File: config.mk
export PLATFORM = sky130hd
export DESIGN_NAME = alu_cmd_sequencer
export DESIGN_NICKNAME = d
export VERILOG_FILES = /design/src/rtl/alu_seq_pkg.sv /design/src/rtl/cmd_fifo.sv /design/src/rtl/alu_cmd_sequencer.sv
export SDC_FILE = /design/constraint.sdc
export NUM_CORES = 1
export LEC_CHECK = 0
export CAP_MARGIN = 15
export CORE_MARGIN = 3
export CORE_UTILIZATION = 50
export CTS_CLUSTER_DIAMETER = 30
export CTS_CLUSTER_SIZE = 40
export DETAILED_ROUTE_END_ITERATION = 10
export GPL_TIMING_DRIVEN = 0
export PLACE_DENSITY = 0.67
export SKIP_CTS_REPAIR_TIMING = 1
export SLEW_MARGIN = 20
export SYNTH_ARGS = -nofsm -noshare
export SYNTH_HDL_FRONTEND = slang
export SYNTH_HIERARCHICAL = 1
export SYNTH_SLANG_ARGS = --single-unit
export TNS_END_PERCENT = 50
File: constraint.sdc
create_clock -name CLK -period 7.15 [get_ports CLK]
set_clock_uncertainty 0.2 [all_clocks]
set_input_delay 1.43 -clock CLK [delete_from_list [all_inputs] [get_ports CLK]]
set_output_delay 1.43 -clock CLK [all_outputs]
set_load 0.01 [all_outputs]
File: src/rtl/alu_seq_pkg.sv
// ----------------------------------------------------------------------------
// alu_seq_pkg
// Shared definitions for the ALU command sequencer:
//   - ALU control-word encodings ({MODE,OP,DIR}) driven on Control
//   - cmd_t, the command record carried through the command FIFO
//   - state_e, the issue FSM state type
//   - default sizing parameters
// ----------------------------------------------------------------------------
package alu_seq_pkg;

    // Default FIFO depth (entries, power of two, at least 2).
    localparam int DEPTH_DEF   = 4;

    // Default width of the per-command repeat count.
    localparam int COUNT_W_DEF = 4;

    // Width of the count field inside cmd_t. A package struct cannot follow
    // a module parameter, so the field is sized for the widest supported
    // COUNT_W. Narrower counts are zero-extended on entry, and the constant
    // upper bits are trimmed away by synthesis.
    localparam int COUNT_W_MAX = 16;

    // ALU control-word encodings.
    localparam logic [2:0] CTRL_ROTR = 3'b000;
    localparam logic [2:0] CTRL_ROTL = 3'b001;
    localparam logic [2:0] CTRL_SUB  = 3'b100;
    localparam logic [2:0] CTRL_ADD  = 3'b110;

    // One queued command.
    typedef struct packed {
        logic [2:0]             ctrl;
        logic [7:0]             a;
        logic [7:0]             b;
        logic [COUNT_W_MAX-1:0] count;
    } cmd_t;

    // Issue FSM states.
    typedef enum logic {
        ST_IDLE  = 1'b0,
        ST_ISSUE = 1'b1
    } state_e;

endpackage

File: src/rtl/cmd_fifo.sv
// ----------------------------------------------------------------------------
// cmd_fifo
// Synchronous command FIFO with an occupancy count. Reads are taken straight
// from storage at the read pointer, so an entry written on one edge can only
// be popped on a later edge (there is no write-to-read bypass).
//
// Ports
//   clk          clock, all state on the rising edge
//   rst_n        asynchronous active-low reset (pointers and level to 0)
//   push_i       write request, ignored while full
//   push_data_i  command to write
//   pop_i        read request, ignored while empty
//   pop_data_o   command at the head of the FIFO
//   full_o       level == DEPTH
//   empty_o      level == 0
//   level_o      number of stored entries, 0..DEPTH
// ----------------------------------------------------------------------------
module cmd_fifo
    import alu_seq_pkg::*;
#(
    parameter int DEPTH = DEPTH_DEF
) (
    input  logic                   clk,
    input  logic                   rst_n,
    input  logic                   push_i,
    input  cmd_t                   push_data_i,
    input  logic                   pop_i,
    output cmd_t                   pop_data_o,
    output logic                   full_o,
    output logic                   empty_o,
    output logic [$clog2(DEPTH):0] level_o
);

    localparam int PTR_W = $clog2(DEPTH);
    localparam int LVL_W = PTR_W + 1;

    cmd_t             mem_q [DEPTH];
    logic [PTR_W-1:0] wr_ptr_q;
    logic [PTR_W-1:0] rd_ptr_q;
    logic [LVL_W-1:0] level_q;
    logic             do_push;
    logic             do_pop;

    assign full_o  = (level_q == LVL_W'(DEPTH));
    assign empty_o = (level_q == '0);
    assign do_push = push_i && !full_o;
    assign do_pop  = pop_i && !empty_o;

    // NOTE: storage carries no reset; the level count alone decides which
    // entries are meaningful, so clearing the array would only add reset
    // fan-out to every bit.
    always_ff @(posedge clk) begin
        if (do_push) begin
            mem_q[wr_ptr_q] <= push_data_i;
        end
    end

    // NOTE: clocked state is always assigned with <= so every register
    // samples the pre-edge values regardless of statement order.
    always_ff @(posedge clk or negedge rst_n) begin
        if (!rst_n) begin
            wr_ptr_q <= '0;
            rd_ptr_q <= '0;
            level_q  <= '0;
        end else begin
            // DEPTH is a power of two, so the pointers wrap by overflow.
            if (do_push) begin
                wr_ptr_q <= wr_ptr_q + PTR_W'(1);
            end
            if (do_pop) begin
                rd_ptr_q <= rd_ptr_q + PTR_W'(1);
            end
            // Simultaneous push and pop leaves the level unchanged.
            case ({do_push, do_pop})
                2'b10:   level_q <= level_q + LVL_W'(1);
                2'b01:   level_q <= level_q - LVL_W'(1);
                default: level_q <= level_q;
            endcase
        end
    end

    assign pop_data_o = mem_q[rd_ptr_q];
    assign level_o    = level_q;

endmodule

File: src/rtl/alu_cmd_sequencer.sv
// ----------------------------------------------------------------------------
// alu_cmd_sequencer
// Queues ALU commands and plays each one onto an external registered ALU
// stage for Count+1 consecutive cycles. Between commands the ALU is held in
// "hold mode" (ADD of its own result and zero) so its result is preserved.
//
// Parameters
//   DEPTH      command FIFO entries (power of two, at least 2)
//   COUNT_W    width of Cmd_Count
//
// Ports
//   CLK         sole clock, rising edge
//   RST_N       asynchronous active-low reset
//   Cmd_Valid   command offered
//   Cmd_Ready   FIFO not full; a command is accepted when both are high
//   Cmd_Ctrl    {MODE,OP,DIR} control word for the command
//   Cmd_A/B     operands
//   Cmd_Count   number of issue cycles minus one
//   Alu_Result  registered ALU result fed back for hold mode
//   Input_1/2   ALU operands
//   Control     ALU control word
//   Busy        high while a command is being issued
//   Done        one-cycle pulse after each command's final issue edge
//   Level       number of queued (not yet started) commands
// ----------------------------------------------------------------------------
module alu_cmd_sequencer
    import alu_seq_pkg::*;
#(
    parameter int DEPTH   = DEPTH_DEF,
    parameter int COUNT_W = COUNT_W_DEF
) (
    input  logic                   CLK,
    input  logic                   RST_N,
    input  logic                   Cmd_Valid,
    output logic                   Cmd_Ready,
    input  logic [2:0]             Cmd_Ctrl,
    input  logic [7:0]             Cmd_A,
    input  logic [7:0]             Cmd_B,
    input  logic [COUNT_W-1:0]     Cmd_Count,
    input  logic [7:0]             Alu_Result,
    output logic [7:0]             Input_1,
    output logic [7:0]             Input_2,
    output logic [2:0]             Control,
    output logic                   Busy,
    output logic                   Done,
    output logic [$clog2(DEPTH):0] Level
);

    cmd_t                   push_cmd;
    cmd_t                   pop_cmd;
    logic                   fifo_full;
    logic                   fifo_empty;
    logic                   fifo_pop;

    state_e                 state_q;
    logic [2:0]             ctrl_q;
    logic [7:0]             a_q;
    logic [7:0]             b_q;
    logic [COUNT_W_MAX-1:0] cnt_q;
    logic                   done_q;

    assign push_cmd = '{
        ctrl:  Cmd_Ctrl,
        a:     Cmd_A,
        b:     Cmd_B,
        count: COUNT_W_MAX'(Cmd_Count)
    };

    cmd_fifo #(
        .DEPTH (DEPTH)
    ) u_fifo (
        .clk         (CLK),
        .rst_n       (RST_N),
        .push_i      (Cmd_Valid),
        .push_data_i (push_cmd),
        .pop_i       (fifo_pop),
        .pop_data_o  (pop_cmd),
        .full_o      (fifo_full),
        .empty_o     (fifo_empty),
        .level_o     (Level)
    );

    assign Cmd_Ready = !fifo_full;

    // Pop whenever the issue slot is free on this edge: either nothing is
    // running, or the running command is on its final issue cycle. The
    // latter chains the next command in with no idle cycle in between.
    assign fifo_pop = !fifo_empty && ((state_q == ST_IDLE) || (cnt_q == '0));

    always_ff @(posedge CLK or negedge RST_N) begin
        if (!RST_N) begin
            state_q <= ST_IDLE;
            ctrl_q  <= CTRL_ADD;
            a_q     <= '0;
            b_q     <= '0;
            cnt_q   <= '0;
            done_q  <= 1'b0;
        end else begin
            // The final issue edge of a command is the one seen with the
            // counter at zero; Done follows it by one cycle.
            done_q <= (state_q == ST_ISSUE) && (cnt_q == '0);

            if (fifo_pop) begin
                state_q <= ST_ISSUE;
                ctrl_q  <= pop_cmd.ctrl;
                a_q     <= pop_cmd.a;
                b_q     <= pop_cmd.b;
                cnt_q   <= pop_cmd.count;
            end else if (state_q == ST_ISSUE) begin
                if (cnt_q != '0) begin
                    cnt_q <= cnt_q - COUNT_W_MAX'(1);
                end else begin
                    state_q <= ST_IDLE;
                end
            end
        end
    end

    assign Busy = (state_q == ST_ISSUE);
    assign Done = done_q;

    // NOTE: every signal driven here gets a value on every path, so the
    // block stays purely combinational and infers no latch.
    always_comb begin
        Control = CTRL_ADD;
        Input_1 = Alu_Result;
        Input_2 = 8'h00;
        if (state_q == ST_ISSUE) begin
            Control = ctrl_q;
            Input_1 = a_q;
            Input_2 = b_q;
        end
    end

endmodule

After elaboration in Yosys (flattened, before gate mapping)
Memories as Yosys holds them, arrays and structs flattened.
Cells that the tools add are included.
{ "classes": {"n_div": 0, "shift": 0, "mux": 12, "order_cmp": 0, "n_reduce_logical": 14, "eq_ne": 3, "mul": 0, "n_bitwise": 1, "addsub": 5} }
{ "ops": {"columns": ["op", "count"], "rows": [
  ["two-way mux 16 bit", 3],
  ["zero test 16 bit", 1],
  ["two-way mux 8 bit", 2],
  ["nonzero test 16 bit", 1],
  ["subtractor 16 x 1 -> 16 bit (second input constant)", 1],
  ["one-hot mux 3 bit (2 select lines)", 1],
  ["nonzero test 2 bit", 3],
  ["two-way mux 1 bit", 5],
  ["adder 2 x 1 -> 2 bit (second input constant)", 2],
  ["logical AND 1 bit", 4],
  ["adder 3 x 1 -> 3 bit (second input constant)", 1],
  ["equality test 3 bit (second input constant)", 1],
  ["zero test 3 bit", 1],
  ["two-way mux 3 bit", 1],
  ["subtractor 3 x 1 -> 3 bit (second input constant)", 1],
  ["equality test 2 x 1 -> 1 bit (second input constant)", 1],
  ["equality test 2 bit (second input constant)", 1],
  ["zero test 1 bit", 2],
  ["AND reduction 2 bit", 1],
  ["logical OR 1 bit", 1],
  ["NOT 1 bit", 1]
]} }
{ "totals": {"rom_bits": 0, "memories": 1, "elab_cells": 45, "mem_bits_rw": 92, "register_bits": 44, "out_inout_bits": 25, "latchBits": 0, "in_bits": 34} }
{ "mem_list": {"columns": ["name", "depth", "word_bits", "read_ports", "rd_ports_with_merged_regs", "wr", "line_no", "source"], "rows": [
  ["u_fifo.mem_q", 4, 23, 1, 0, 1, "cmd_fifo.sv:37", "cmd_t mem_q [DEPTH];"]
]} }

Depth between registers and ports, before layout
Gate-level depths: netlist (run 1).
{ "logic_depth": {"ltp_word": 6, "mapped_depth": 15, "depth_no_buf": 14} }

Hierarchy
The synthesis (run 1) kept the hierarchy.
{ "by_module_without_submodules": {"columns": ["mod", "seq_area_each_um2", "area_per_inst_um2", "instances", "cells_each"], "rows": [
  ["cmd_fifo", 4379.2, 5531.6, 1, 220],
  ["alu_cmd_sequencer", 928.4, 1979.4, 1, 182]
]} }

Worst setup path before layout (run 1)
No wires, ideal clock.
{ "synth_timing": {"path_type": "input-to-output", "start": "in Alu_Result[0]", "end": "out Input_1[0]", "stages": 1, "required_ns": 5.520, "n_path_buf": 0, "arrival_time_ns": 1.702, "setup_slack_ns": 3.818, "cell_sequence": "mux2_2"} }
{ "synth_via": {"elab_chain_len": 1} }
{ "synth_rtl": {"columns": ["element", "line_no", "source"], "rows": [
  ["start: declaration", "alu_cmd_sequencer.sv:40", "input logic [7:0] Alu_Result,"],
  ["two-way mux 8 bit", "alu_cmd_sequencer.sv:128", "if (state_q == ST_ISSUE) begin"],
  ["end: declaration", "alu_cmd_sequencer.sv:41", "output logic [7:0] Input_1,"]
]} }
Every way passes these cells.

Final worst setup path (run 1)
{ "layout_timing": {"start": "reg state_q, in the netlist Busy", "end": "out Input_1[5]"} }
{ "layout_via": {"elab_chain_len": 1} }
{ "layout_rtl": {"columns": ["element", "line_no", "source"], "rows": [
  ["start: declaration", "alu_cmd_sequencer.sv:55", "state_e state_q;"],
  ["start signal: assignment", "alu_cmd_sequencer.sv:92", "state_q <= ST_IDLE;"],
  ["start signal: assignment", "alu_cmd_sequencer.sv:104", "state_q <= ST_ISSUE;"],
  ["start signal: assignment", "alu_cmd_sequencer.sv:113", "state_q <= ST_IDLE;"],
  ["two-way mux 8 bit", "alu_cmd_sequencer.sv:128", null]
]} }
Every way passes these cells.

==> results of run 1 <==
-- stage by stage --
stage                     worst slack, ns  power (uW)  instance area (um^2)
after floorplan                      3.82        1810                  7690
after global placement               2.67        1980                  8500
after detailed placement             2.94        2040                  8590
after CTS                            2.86        2940                  9160
after global routing                 2.75        3040                  9160
final                                2.91        2910                  9160
-- state kept, by name, indices dropped and copies added, names as in the netlist --
signal           cells
u_fifo/wr_ptr_q      2
u_fifo/mem_q       140
Busy                 1
b_q                  8
ctrl_q               3
u_fifo/level_o       3
cnt_q               16
u_fifo/rd_ptr_q      2
a_q                  8
Done                 1
-- layout by cell type (no fill, tap or decap), drive strengths merged, types with 2 or more instances in the layout --
master / Yosys / routed
o21ai: 2 / 2
xnor2: 3 / 3
clkinvlp: 0 / 3
o21a: 6 / 6
dfrtp: 42 / 42
buf: 15 / 20
nor4: 4 / 4
nor3: 7 / 7
and2: 16 / 16
clkdlybuf4s50: 0 / 57
xor2: 3 / 3
mux2i: 2 / 2
nand4: 3 / 3
mux4: 35 / 35
a221o: 2 / 2
clkbuf: 4 / 22
nand2b: 2 / 2
conb: 1 / 48
nor2: 9 / 9
o221a: 11 / 11
mux2: 28 / 28
nor2b: 3 / 3
edfxtp: 140 / 140
a21boi: 4 / 4
dfstp: 2 / 2
ha: 7 / 7
or4: 2 / 2
clkinv: 0 / 3
nand3: 8 / 8
a211oi: 2 / 2
nand2: 13 / 13
inv: 13 / 20
a21oi: 5 / 5
-- final cells by class --
class	count	share of cell area [%]
clock inverters	14	1.46
multi-input cells	233	23.8
inverters	13	0.533
plain buffers	19	1.65
clock buffers	18	4.79
well taps	184	2.51
repair buffers	62	7.27
flip-flops and latches	184	57.9
-- report_power, final --
group          switching (uW)  leakage [uW]  internal [uW]  total [uW]
clock network             405      0.000274            497         902
logic                     270       0.00122            258         528
registers                93.2       0.00180           1380        1480
total                     768       0.00329           2140        2910
-- worst reg2reg max path, cell delays in order (launching register included) --
cell	delay [ns]
sky130_fd_sc_hd__dfrtp_1	0.43
sky130_fd_sc_hd__inv_1	0.12
sky130_fd_sc_hd__ha_1	0.17
sky130_fd_sc_hd__nor4b_1	0.42
sky130_fd_sc_hd__nand4bb_1	0.19
sky130_fd_sc_hd__nand2_1	0.16
sky130_fd_sc_hd__nand2_1	0.08
sky130_fd_sc_hd__inv_1	0.15
sky130_fd_sc_hd__buf_2	0.33
sky130_fd_sc_hd__o31a_1	0.28
sky130_fd_sc_hd__ha_1	0.21
sky130_fd_sc_hd__inv_1	0.06
sky130_fd_sc_hd__fa_1	0.37
sky130_fd_sc_hd__xor2_1	0.15
sky130_fd_sc_hd__nor2_1	0.12
sky130_fd_sc_hd__xor2_1	0.15
-- layer usage --
metal | part of all wire [%] | GRT usage [%] | vias up
met2 | 49 | 28.9 | 100
li1 | - | - | 1799
met4 | 2.2 | 6.55 | 0
met1 | 43 | 24.6 | 2067
met5 | 0 | 0 | -
met3 | 5.4 | 4.98 | 19
-- cell families after synthesis --
family          Yosys count  synth area share (%)
compound gates           34                  3.81
xor+xnor                  6                 0.700
fa+ha+maj                 8                  1.43
buf+inv                  32                  2.67
flops                   184                  70.7
mux                      65                  15.3
other cells               1                0.0499
simple gates             72                  5.36
-- final timing paths --
path	slack (ns)	cells past startpoint	from	endpoint
worst max-delay path	2.91	4	Busy$_DFF_PN0_	Input_1[5]
worst min-delay path	0.30	1	b_q[7]$_DFFE_PN0P_	b_q[7]$_DFFE_PN0P_
worst max register to register	3.48	15	cnt_q[0]$_DFFE_PN0P_	u_fifo/level_o[2]$_DFFE_PN0P_
worst min register to register	0.30	1	b_q[7]$_DFFE_PN0P_	b_q[7]$_DFFE_PN0P_
max in group asynchronous	5.51	1	RST_N	u_fifo/level_o[2]$_DFFE_PN0P_
min in group asynchronous	0.81	1	RST_N	cnt_q[10]$_DFFE_PN0P_
==> results.md, run 1 <==
- The worst hold margin is just over 0.3 ns.
- Detailed placement finished with a half-perimeter wire length of about 8900 um.
- In this run the power density over the cells is 317 nW/um^2.
- In the routed design, unresolved DRC markers number 0.
- The type of origin of the critical path is a flop.
- The largest net degree at the start of global routing is 45.
- The tree is rooted in a sky130_fd_sc_hd__clkbuf_16.
- The worst path uses 59.2% of the clock period.
- The total via count after detailed routing is 3985.
- The most repeated cell in the gate-level netlist after synthesis is sky130_fd_sc_hd__edfxtp_1.
- Data on the critical path arrives at its endpoint at 2.61 ns.
- The number of antenna violations at the first check in global routing was 0.
- The detailed router finished its first iteration with 345 violations.
- The routability congestion estimate is roughly 0.86.
- The region available for standard cell placement spans about 15000 um^2.
- Setup repair after global routing left no endpoint under its margin.
- The filler cells instantiated in the layout total 1064.
- The family with the most delay on the worst path is buffers and inverters.
- The H-tree was split into 4 levels.
- Summing every instance area after synthesis gives 7510 um^2.
- Based on the critical path, the design can be clocked at up to around 240 MHz.
- The count of nets left with antenna violations once routing finished came out at 0.
- The total count of max-transition violations in the final report was 0.
- The leakage dissipation is 0.00329 uW.
- Yosys mapped a number of flops with a built-in enable equal to 140.
- The total of endpoints with negative setup slack in the final report is 0.
- The number of antenna diodes is 0.
- The maximum VDD drop is approximately 0.21 mV.
- Before antenna repair, the detailed router went through 4 iterations.
- In this run, synthesis produced a sequential element count of 184.
- After floorplanning, the core was divided into 44 placement rows.
- The worst hold path belongs to the class flop to flop.
- Of all flip-flops after synthesis, the portion carrying an async set or reset was 23.9%.
- Once the floorplan was initialized, standard cells occupied 51.5% of the core.
- The biggest area contributor in the post-synthesis netlist is sky130_fd_sc_hd__edfxtp_1.
- The via density per instance is 5.48.
- No sink is reached through more buffers than the 2 on the longest clock path.
- In this run, distinct cell masters in the synthesized netlist total 47.
- The total die area is 16500 um^2.
- Counting I/O delays and the setup requirement, the final critical path takes 4.24 ns.
- The relative slew slack is 51.9%.
- The die width is 129 um.
- The cell total after placement is a little under 700.
- The most numerous cell type found on the critical path is sky130_fd_sc_hd__clkbuf_1.
- The total track usage is 18.2%.
- The run finished with clean final reports.
- The sequential cells in the finished layout cover a total of roughly 5300 um^2.
- The number of max-cap violations is 0.
- Once layout is complete, the utilization of the core stands at 62.8%.
- The number of ports placed on the die boundary is between 50 and 60.
- Counting instances in the post-synthesis netlist gives the leading cell types as sky130_fd_sc_hd__edfxtp_1 (140), sky130_fd_sc_hd__dfrtp_1 (42), sky130_fd_sc_hd__mux2_2 (28), sky130_fd_sc_hd__mux4_2 (28), sky130_fd_sc_hd__and2_1 (16).
- The cell with the largest stage delay on the worst path is sky130_fd_sc_hd__clkbuf_1.
- The signal on the critical path passes through clkbuf_1 -> clkbuf_1 -> mux2_2 -> clkdlybuf4s50_1.
- The worst setup path is captured at an output pin.
- The buffering stage count on the worst path with inverters included is 3.
- The synthesized instance count is 402.
- The clock net in this run drives a total of 184 sinks.
- The top cell type by area accounts for about 56% of the synthesized area.
- The actual slew at the worst max-slew pin is a little over 0.7 ns.
- The area growth from synthesis to layout is 22.0%.
- The clock reaches the later pin of the worst-skew pair after about 0.42 ns.
- After clock tree synthesis, the clock-pin slew on the worst setup and hold paths is approximately 0.070 ns.
- The remaining global-route overflow is 0.
- The critical path in this run is classified as flop to output pin.
- Data on the critical path is required at its endpoint by 5.52 ns.
- The non-filler instance count after layout is 727.
- The clock buffer count from CTS is 17.
- The post-layout net count is 572.
- After synthesis, the cell types taking the most area are sky130_fd_sc_hd__edfxtp_1 (56%), sky130_fd_sc_hd__dfrtp_1 (14%), sky130_fd_sc_hd__mux4_2 (8.4%), sky130_fd_sc_hd__mux2_2 (4.2%), sky130_fd_sc_hd__mux4_1 (2.4%).
- Among all flip-flop cells after synthesis, the most frequent one is sky130_fd_sc_hd__edfxtp_1.
- The wire length of the first global-routing pass is 22400 um.
- In this run the worst path has a maximum fanout of 10.
- The number of global-route vias before repair was roughly 4.2k.
- The largest single stage delay on the critical path is around 0.60 ns.
- Dividing the detail-routed wire length by the instance count gives 19.1 um.
- The number of endpoints with negative hold slack in the final report is 0.
- The multi-input combinational cells in the finished layout cover a total of 2180 um^2.
- Cells with a size suffix above 1 make up 21.7% of the layout.
- The port buffer count is 58.
- The number of synthesis warnings is 6.
- The floorplan step set the die height to 129 um.
- The TritonCTS clock tree is built.
- Averaged over all synthesized cells, the footprint is about 19 um^2.
- The share of the Yosys chip area taken by registers is a little over two thirds.
- The total detailed-routing wirelength is 13900 um.
- Adding up every negative setup slack in the final design gives 0 ns.
No activity file was read; power rests on OpenSTA's default activity.
==> run 2: changes to the inputs <==
clock period = 3.93 ns   (was 7.15 ns; I/O delays follow)
==> run 2 against run 1 <==
Worst setup slack got worse by 2.6 ns. Global-route usage unchanged. Sequential cell count unchanged. Total power increased by 82%. Clock power increased by 82%. Die area unchanged. Combinational power increased by 82%. Worst hold slack got worse by 0.13 ns. Critical path type unchanged. Highest routed layer unchanged.
==> results.md, run 2 (synthesized netlist as in run 1, its figures left out) <==
- The path class of the tightest hold or removal check is input pin to async pin.
- The total track usage is 18.2%.
- Timing would allow up to 278 MHz.
- In the finished design, the share of the clock period the worst path needs comes to between 90% and 100%.
- The number of search-and-repair iterations in the first detailed-routing pass is 4.
- The setup slack at placement is between 0.2 and 0.3 ns.
- The family with the most delay on the worst path is buffers and inverters.
- The number of endpoints with negative hold slack in the final report was 0.
- The number of ports placed on the die boundary is 59.
- In this run the deepest clock path goes through 2 buffers.
- The clock sink total is between 150 and 200.
- The number of remaining DRC errors is 0.
- The cell occurring most often along the worst timing path is sky130_fd_sc_hd__clkbuf_1.
- The largest fanout of any net on the critical path is 10.
- The required time reported for the critical path endpoint is about 2.9 ns.
- The floorplan step set the die width to 129 um.
- The critical path contains buffers and inverters numbering 3 combined.
- In this run the power density over the cells is between 500 and 600 nW/um^2.
- Counting flops per register, the top entry is u_fifo/mem_q.
- The estimated wirelength of the detail-placed design is 8900 um.
- The final instance area is 9170 um^2.
- The remaining global-route overflow is 0.
- The largest net degree at the start of global routing is 45.
- The type of origin of the critical path is a flop.
- The starting utilization of the core area is 51.5%.
- The count of filler cells inserted in the layout is 1063.
- TritonCTS built the clock tree.
- The number of antenna violations at the first check in global routing is 0.
- The relative slew slack is 51.6%.
- The number of nets with antenna violations after routing is 0.
- The design draws 5290 uW.
- The number of global-route vias before repair is 4245.
- The total count of max-transition violations in the final report is 0.
- The post-route netlist has 21.9% of its cells at a drive strength greater than 1.
- The first global-routing pass estimated 22400 um of wire.
- The flow ran to the end, and the final reports show no timing, DRC or antenna violations.
- The clock transition at the register clock pins on the worst setup and hold paths after CTS is 0.07 ns.
- The DRC marker count from the first detailed-route iteration is 321.
- The smallest clock period supported by the final layout is computed as approximately 3.6 ns.
- Input and output buffers added on the ports amount to 58.
- The clock latency on the worst-skew pair is 0.43 ns.
- Setup repair after global routing left no endpoint under its margin.
- The repair_antennas step left the layout with diodes totalling 0.
- The die outline height is 129 um.
- The placeable core region is around 15000 um^2.
- The data arrival time of the critical path is around 2.6 ns.
- The capturing element type of the critical path is an output pin.
- The cell area after placement is 8590 um^2.
- Max-cap violations in this run came to 0.
- In the final layout, the registers with the most flip-flops are u_fifo/mem_q x140, cnt_q x16.
- The most common library cell in the layout ignoring fill and taps is sky130_fd_sc_hd__edfxtp_1.
- The cell sitting at the root of the clock tree is a sky130_fd_sc_hd__clkbuf_16.
- The actual slew at the worst max-slew pin is 0.725 ns.
- The area growth from synthesis to layout is 22.1%.
- Summing over every cut layer, the via total after detailed routing is 3980.
- In this design, the stage delay of the slowest critical-path cell is a little over 0.6 ns.
- Leaving out fill and tap cells, the most frequent cells in the layout are sky130_fd_sc_hd__edfxtp_1 (140), sky130_fd_sc_hd__clkdlybuf4s50_1 (57), sky130_fd_sc_hd__conb_1 (48).
- The analysis attributes to cell leakage a power of 0.00329 uW.
- CTS built an H-tree with a depth of 4.
- The classification of the worst setup path is flop to output pin.
- The maximum VDD drop is 0.390 mV.
- The final layout contains 572 nets.
- The total of endpoints with negative setup slack in the final report is 0.
- The utilization after layout is 62.8%.
- The critical path goes through clkbuf_1 -> clkbuf_1 -> mux2_2 -> clkdlybuf4s50_1.
- The clock buffer count from CTS is 17.
- In the routed layout, each cell is associated on average with a via count of between 5 and 6.
- The register with the most flip-flops in the layout has 140 of them.
- The slack of the critical path is around 0.34 ns.
- The register area is 5310 um^2.
- The final layout contains routed wiring with a total length of 13800 um.
- The total negative slack for setup checks is 0 ns.
- The cell with the largest stage delay on the worst path is sky130_fd_sc_hd__clkbuf_1.
- The total die area is 16500 um^2.
- The number of placement rows is 44.
- The routability congestion estimate is 0.858.
- In the final layout, the multi-input gates occupy 2190 um^2.
- The average wire length per cell after detail routing is 19.0 um.
run 2: report_power, final:
part / switching [uW] / internal (uW)
sequential: 171 / 2520
combinational: 491 / 471
clock: 736 / 903
total: 1400 / 3890
run 2: layout make-up:
type                    instances  area share (%)
flip-flops and latches        184            57.9
multi-input cells             233            23.9
repair buffers                 62            7.26
clock buffers                  18            4.79
well taps                     184            2.51
plain buffers                  19            1.65
clock inverters                14            1.46
inverters                      13           0.532
run 2: through the flow:
step / instances / hold slack [ns]
CTS: 727 / 0.189
global placement: 691 / 0.282
finish: 727 / 0.168
detailed placement: 695 / 0.288
floorplan: 449 / 0.273
global route: 727 / 0.213
run 2: worst paths after layout:
path                                                      end                   from  slack, ns  depth (start not counted)
min in group CLK                           b_q[7]$_DFFE_PN0P_     b_q[7]$_DFFE_PN0P_       0.30                          1
worst max-delay path                               Input_1[5]         Busy$_DFF_PN0_       0.34                          4
max in group asynchronous       u_fifo/level_o[2]$_DFFE_PN0P_                  RST_N       2.93                          1
worst min register to register             b_q[7]$_DFFE_PN0P_     b_q[7]$_DFFE_PN0P_       0.30                          1
worst max register to register  u_fifo/level_o[2]$_DFFE_PN0P_  cnt_q[10]$_DFFE_PN0P_       0.38                         13
worst min-delay path                    cnt_q[10]$_DFFE_PN0P_                  RST_N       0.17                          1
run 2: layer usage:
| layer | up-vias | track usage, % | wire (um) |
|---|---|---|---|
| li1 | 1806 | - | - |
| met1 | 2045 | 24.6 | 6010 |
| met2 | 112 | 28.9 | 6780 |
| met3 | 17 | 4.98 | 775 |
| met4 | 0 | 6.55 | 265 |
| met5 | - | 0 | 0 |
==> run 3: changes to the inputs <==
CAP_MARGIN = not set   (was 15)
==> results of run 3 <==
Final layout, timing and power as in run 2 (identical DEF).
